### config.mk
export PLATFORM = sky130hd
export DESIGN_NAME = div_seq
export DESIGN_NICKNAME = d
export VERILOG_FILES = /design/src/rtl/div_seq_pkg.sv /design/src/rtl/div_step.sv /design/src/rtl/div_seq.sv
export SDC_FILE = /design/constraint.sdc
export NUM_CORES = 1
export LEC_CHECK = 0
export BUFFER_PORTS_ARGS = -buffer_cell sky130_fd_sc_hd__buf_2
export CAP_MARGIN = 20
export CORE_ASPECT_RATIO = 1.1
export CORE_MARGIN = 2
export CORE_UTILIZATION = 45
export CTS_CLUSTER_SIZE = 40
export DETAILED_ROUTE_END_ITERATION = 7
export PLACE_DENSITY = 0.63
export SLEW_MARGIN = 20
export SYNTH_ARGS = -nofsm -noshare
export SYNTH_HDL_FRONTEND = slang
export SYNTH_SLANG_ARGS = --single-unit
### constraint.sdc
create_clock -name clk -period 10.22 [get_ports clk]
set_clock_uncertainty 0.05 [all_clocks]
set_input_delay 2.555 -clock clk [delete_from_list [all_inputs] [get_ports clk]]
set_output_delay 2.555 -clock clk [all_outputs]
set_load 0.005 [all_outputs]
### src/rtl/div_seq_pkg.sv
// div_seq_pkg
//   Shared definitions for the iterative divider sequencer: FSM state
//   encodings, start/stop levels, iteration count and the sign helpers
//   used around the unsigned core.
package div_seq_pkg;

  localparam int DIV_CYCLES = 32;
  localparam int DIV_W      = 32;

  typedef enum logic [1:0] {
    DIV_IDLE = 2'b00,
    DIV_BUSY = 2'b01,
    DIV_DONE = 2'b10
  } div_state_t;

  localparam logic DivStart = 1'b1;
  localparam logic DivStop  = 1'b0;

  // Magnitude of a possibly-signed operand. 0x80000000 maps to itself,
  // which is the correct unsigned magnitude.
  function automatic logic [DIV_W-1:0] abs_if(input logic sgn, input logic [DIV_W-1:0] v);
    return (sgn && v[DIV_W-1]) ? (~v + {{(DIV_W-1){1'b0}}, 1'b1}) : v;
  endfunction

  function automatic logic [DIV_W-1:0] neg_if(input logic neg, input logic [DIV_W-1:0] v);
    return neg ? (~v + {{(DIV_W-1){1'b0}}, 1'b1}) : v;
  endfunction

endpackage

### src/rtl/div_step.sv
// div_step
//   One restoring shift-subtract iteration (combinational).
//   work      in  65  {partial remainder [64:32], dividend/quotient [31:0]}
//   divisor   in  32  unsigned divisor magnitude
//   work_next out 65  working register after one quotient bit
module div_step
  import div_seq_pkg::*;
(
  input  logic [2*DIV_W:0]  work,
  input  logic [DIV_W-1:0]  divisor,
  output logic [2*DIV_W:0]  work_next
);

  // Trial value is the remainder shifted left with the next dividend bit.
  // work[64] is always zero while running, so including it leaves the
  // result unchanged and gives a clean borrow bit at diff[33].
  logic [DIV_W+1:0] diff;

  assign diff = work[2*DIV_W:DIV_W-1] - {2'b00, divisor};

  always_comb begin
    work_next = {work[2*DIV_W-1:0], 1'b0};
    if (!diff[DIV_W+1]) begin
      work_next = {diff[DIV_W:0], work[DIV_W-2:0], 1'b1};
    end
  end

endmodule

### src/rtl/div_seq.sv
// div_seq
//   Iterative DIV/DIVU sequencer for EX. Latches operand magnitudes,
//   runs one quotient bit per cycle through div_step, applies the sign
//   fix-up and holds the pipeline through stallreq until ready.
//   clk, rst         clock, synchronous active-high reset
//   start            EX holds a DIV/DIVU (is_div & ~ready)
//   signed_div       1 = DIV, 0 = DIVU
//   opdata1/opdata2  dividend / divisor
//   annul            abort current operation
//   result_lo/hi     quotient / remainder, registered
//   ready            result valid (DONE state)
//   stallreq         stall request to the pipeline controller
//
//   state    | meaning
//   DIV_IDLE | waiting for start
//   DIV_BUSY | iterating, one quotient bit per cycle
//   DIV_DONE | result valid, waiting for start to drop
module div_seq #(
  parameter int DIV_CYCLES = div_seq_pkg::DIV_CYCLES
) (
  input  logic        clk,
  input  logic        rst,
  input  logic        start,
  input  logic        signed_div,
  input  logic [31:0] opdata1,
  input  logic [31:0] opdata2,
  input  logic        annul,
  output logic [31:0] result_lo,
  output logic [31:0] result_hi,
  output logic        ready,
  output logic        stallreq
);
  import div_seq_pkg::*;

  localparam int CNT_W = (DIV_CYCLES > 1) ? $clog2(DIV_CYCLES) : 1;
  localparam logic [CNT_W-1:0] CNT_LAST = CNT_W'(DIV_CYCLES - 1);

  div_state_t  state;
  logic [CNT_W-1:0] cnt;
  logic [64:0] work;
  logic [64:0] work_next;
  logic [31:0] divisor;
  logic        neg_q;
  logic        neg_r;
  logic [31:0] abs_op1;
  logic [31:0] abs_op2;
  logic [31:0] quo;
  logic [31:0] rem;
  logic        work_msb_unused;

  assign abs_op1 = abs_if(signed_div, opdata1);
  assign abs_op2 = abs_if(signed_div, opdata2);

  div_step u_div_step (
    .work      (work),
    .divisor   (divisor),
    .work_next (work_next)
  );

  // Results are taken from the final iteration's output so they land
  // in the same edge that enters DONE.
  assign quo = neg_if(neg_q, work_next[31:0]);
  assign rem = neg_if(neg_r, work_next[63:32]);
  // Remainder is always below the divisor, so bit 64 stays zero.
  assign work_msb_unused = work_next[64];

  assign stallreq = (start == DivStart) && (state != DIV_DONE) && !annul;

  always_ff @(posedge clk) begin
    if (rst) begin
      state     <= DIV_IDLE;
      cnt       <= '0;
      work      <= '0;
      divisor   <= '0;
      neg_q     <= 1'b0;
      neg_r     <= 1'b0;
      result_lo <= '0;
      result_hi <= '0;
      ready     <= 1'b0;
    end else if (annul) begin
      state <= DIV_IDLE;
      cnt   <= '0;
      ready <= 1'b0;
    end else begin
      case (state)
        DIV_IDLE: begin
          if (start == DivStart) begin
            if (opdata2 != 32'd0) begin
              divisor <= abs_op2;
              neg_q   <= signed_div & (opdata1[31] ^ opdata2[31]);
              neg_r   <= signed_div & opdata1[31];
              work    <= {33'b0, abs_op1};
              cnt     <= '0;
              state   <= DIV_BUSY;
            end else begin
              result_lo <= '0;
              result_hi <= '0;
              ready     <= 1'b1;
              state     <= DIV_DONE;
            end
          end
        end
        DIV_BUSY: begin
          work <= work_next;
          cnt  <= cnt + CNT_W'(1);
          if (cnt == CNT_LAST) begin
            cnt       <= '0;
            result_lo <= quo;
            result_hi <= rem;
            ready     <= 1'b1;
            state     <= DIV_DONE;
          end
        end
        DIV_DONE: begin
          if (start == DivStop) begin
            ready <= 1'b0;
            state <= DIV_IDLE;
          end
        end
        default: begin
          ready <= 1'b0;
          state <= DIV_IDLE;
        end
      endcase
    end
  end

endmodule

==> metrics <==
status=complete, no violations; post-synthesis area per instance=7.45 µm²; GRT Residual Overflow=0; synth unique cells=82; max_slew headroom=0.304; Syn-to-layout area delta=12.2%; CP max-delay cell=nor3b_1; Longest Clk Path Bufs=2; WS Path Type=in -> reg; period utilization=0.659; max_cap viols=0; Clk pin slew, worst setup/hold paths=0.07 ns; first-pass GRT wire length=56.0 mm; Post-CTS Setup Inserts=0; r2r setup slk=4.14 ns; input/output buffers=134; worst setup margin=3.48 ns; die height=173 µm; Total GRT Usage=0.257; CTS H-tree lvls=4; Worst Hold Class=reg -> reg; crit path capture type=flop; cts hold-fix bufs=0; Max VDD drop=0.113 mV; Post-Syn Area=11700 µm²; vias in the first global route=10900; Post-Synthesis Cells=1567; FFs w/ async S/R, synth=0; CP Launch Type=input port; Crit path top cell by count=nand2_1; CTS root buffer=clkbuf_16; core area=25400 µm²; syn nets=1675; Worst path top cell family by delay=simple AND/OR/NAND/NOR gates; ys flop type=dfxtp_1; largest net degree at the start of global routing=88; crit path time final=6.74 ns; Slew @ Worst Pin=1.04 ns; Critical Path Fanout Max=32; Die X=158 µm; highest clock rate=0.148 GHz; # setup viols final=0; Worst EP arrival=7.07 ns; DR vias/cell=5.72; routed len/inst=17.4 µm; Clock Latency Late Sink=0.45 ns; DRT iter0 DRCs=722; number of synthesized flops with an enable pin=0; Seq cells post-synth=171; WL final=34.8 mm; setup TNS=0 ns; Leak=0.00528 µW; max-slew violation count=0; Worst EP required=10.55 ns; pwr dens=133 nW/µm²; Levels on crit path=15; Ys Warns=0; Placement Rows=61; Post-Place Cells=1960; drc violations=0; RSZ-0062 raised after global routing=no; crit-path cells=buf_2 -> inv_1 -> ha_1 -> or4b_1 -> or4_1 -> or3_1 -> nor4_2 -> nand2_1 -> o21ai_0 -> nand2_1 -> buf_4 -> nor3b_1 -> o2111ai_1 -> o31ai_1 -> a221o_1; Setup WS pre-CTS=3.05 ns; # clock sinks=171; post-CTS resize count=0; Initial Util=0.459; vias=11400; Final Non-Filler Cells=1992; crit-path max cell delay=0.58 ns; R2R depth=22; GP Congestion=0.882; Routed Antenna Nets=0; Fin. Hold Viols=0; Layout Nets=1741; cell depth of the worst hold path=2; DR pass1 iterations=5; sequential fraction of the synthesis area=0.293; CTS tree=done; die area=27300 µm²; CP Buf/Inv Count=3; number of I/O pins=135; share of cells above drive strength 1=0.132; # diodes=0; initial antenna violation count=0; dpl hpwl=26.0 mm; cts bufs inserted=17
==> registers in the layout, indices dropped and copies added, names as in the netlist <==
signal and cells:
work 65, divisor 32, result_hi 32, result_lo 32, cnt 5, state 2, neg_q 1, neg_r 1
ready 1
==> metal layers <==
metal / vias to the layer above / global-route usage / part of all wire
met4: 0 / 0.103 / 0.035
met2: 281 / 0.454 / 0.50
met1: 5306 / 0.310 / 0.43
met5: - / 0 / 0
li1: 5731 / - / -
met3: 74 / 0.0378 / 0.037
==> cells in the final DEF (no fill, tap or decap), types with 8 or more instances in the layout <==
cell type  Yosys  layout
nor2_1       219     217
dfxtp_1      171     171
a21oi_1      150     150
nand2_1      144     144
buf_2         14     133
o21ai_0       97      97
xnor2_1       77      77
a211oi_1      65      65
xor2_1        64      64
inv_1         54      54
nor3_1        54      54
ha_1          38      38
a22oi_1       31      31
o31ai_1       27      27
nand3_1       25      25
clkbuf_16      0      17
a21o_1        16      16
or3_1         16      15
or4_1         14      14
nor4_1        13      13
buf_4          2      13
mux2i_1       12      12
nand2b_1      12      11
o41ai_1       11      11
and2_1        10      10
nand4_1       10      10
o211ai_1      10      10
a31oi_1        9       9
mux2_2         9       9
nor2b_1        8       8
o21ai_1        8       8
==> Yosys cell counts (all sizes together), types with 7 or more instances <==
| cell type | instances | area share |
|---|---|---|
| a211oi | 67 | 0.045 |
| a21o | 16 | 0.010 |
| a21oi | 150 | 0.064 |
| a22oi | 31 | 0.020 |
| a31oi | 9 | 0.0048 |
| and2 | 10 | 0.0054 |
| buf | 26 | 0.011 |
| clkbuf | 73 | 0.024 |
| dfxtp | 171 | 0.29 |
| ha | 38 | 0.041 |
| inv | 54 | 0.017 |
| mux2 | 9 | 0.0087 |
| mux2i | 12 | 0.010 |
| nand2 | 145 | 0.047 |
| nand2b | 13 | 0.0076 |
| nand3 | 25 | 0.011 |
| nand4 | 10 | 0.0054 |
| nor2 | 220 | 0.071 |
| nor2b | 8 | 0.0043 |
| nor3 | 54 | 0.023 |
| nor4 | 14 | 0.0080 |
| o211ai | 11 | 0.0075 |
| o21a | 7 | 0.0051 |
| o21ai | 106 | 0.046 |
| o31ai | 27 | 0.017 |
| o41ai | 14 | 0.012 |
| or3 | 16 | 0.0086 |
| or4 | 15 | 0.010 |
| xnor2 | 77 | 0.058 |
| xor2 | 64 | 0.048 |
==> cell families (layout without fill, tap and decap cells) <==
logic type      Yosys count  count (layout)  share of synthesized area
mux                      21              21                     0.0190
compound gates          482             482                      0.267
flops                   171             171                      0.293
simple gates            560             560                      0.222
xor+xnor                141             141                      0.106
buf+inv                 153             232                     0.0514
fa+ha+maj                39              39                     0.0424
==> layout make-up <==
type                       count  area, µm²
multi-input combinational   1243       7660
sequential                   171       3420
clock inverter                14        176
timing repair buffer         146        763
tap                          346        433
fill                        2531      12300
inverter                      54        203
clock buffer                  18        439
==> power breakdown <==
part           total (µW)  internal [µW]  switching (µW)
clock                 689            377             312
combinational         350            128             223
sequential            701            684            17.3
total                1740           1190             552
==> worst register-to-register path, cell delays in order (launching register included) <==
cell      delay (ns)
dfxtp_1         0.31
inv_1           0.06
ha_1            0.37
a21oi_1         0.36
o211ai_1        0.17
a21boi_0        0.56
a211oi_4        0.18
nor3_1          0.26
buf_4           0.26
nor2_4          0.05
inv_1           0.25
buf_4           0.39
ha_1            0.27
nand2_1         0.14
or2_2           0.34
or3_1           0.39
o41ai_1         0.58
nand2_1         0.19
a21oi_1         0.26
nand2_1         0.11
xor2_1          0.17
a22oi_1         0.17
nor2_1          0.05
==> metrics by stage <==
step | total power [µW] | hold slack, ns | utilization | instance area, µm²
global route | 1820 | 0.421 | 0.515 | 13100
detailed placement | 1060 | 0.388 | 0.491 | 12500
CTS | 1750 | 0.405 | 0.515 | 13100
finish | 1740 | 0.398 | 0.515 | 13100
floorplan | 965 | 0.382 | - | 11700
global placement | 1060 | 0.382 | 0.491 | 12500
==> worst paths after layout <==
check,from,to
setup / recovery,opdata2[0],result_hi[28]
hold / removal,result_lo[11],result_lo[11]
setup reg to reg,divisor[6],result_lo[30]
hold reg to reg,result_lo[11],result_lo[11]
No activity file was read; power rests on OpenSTA's default activity.
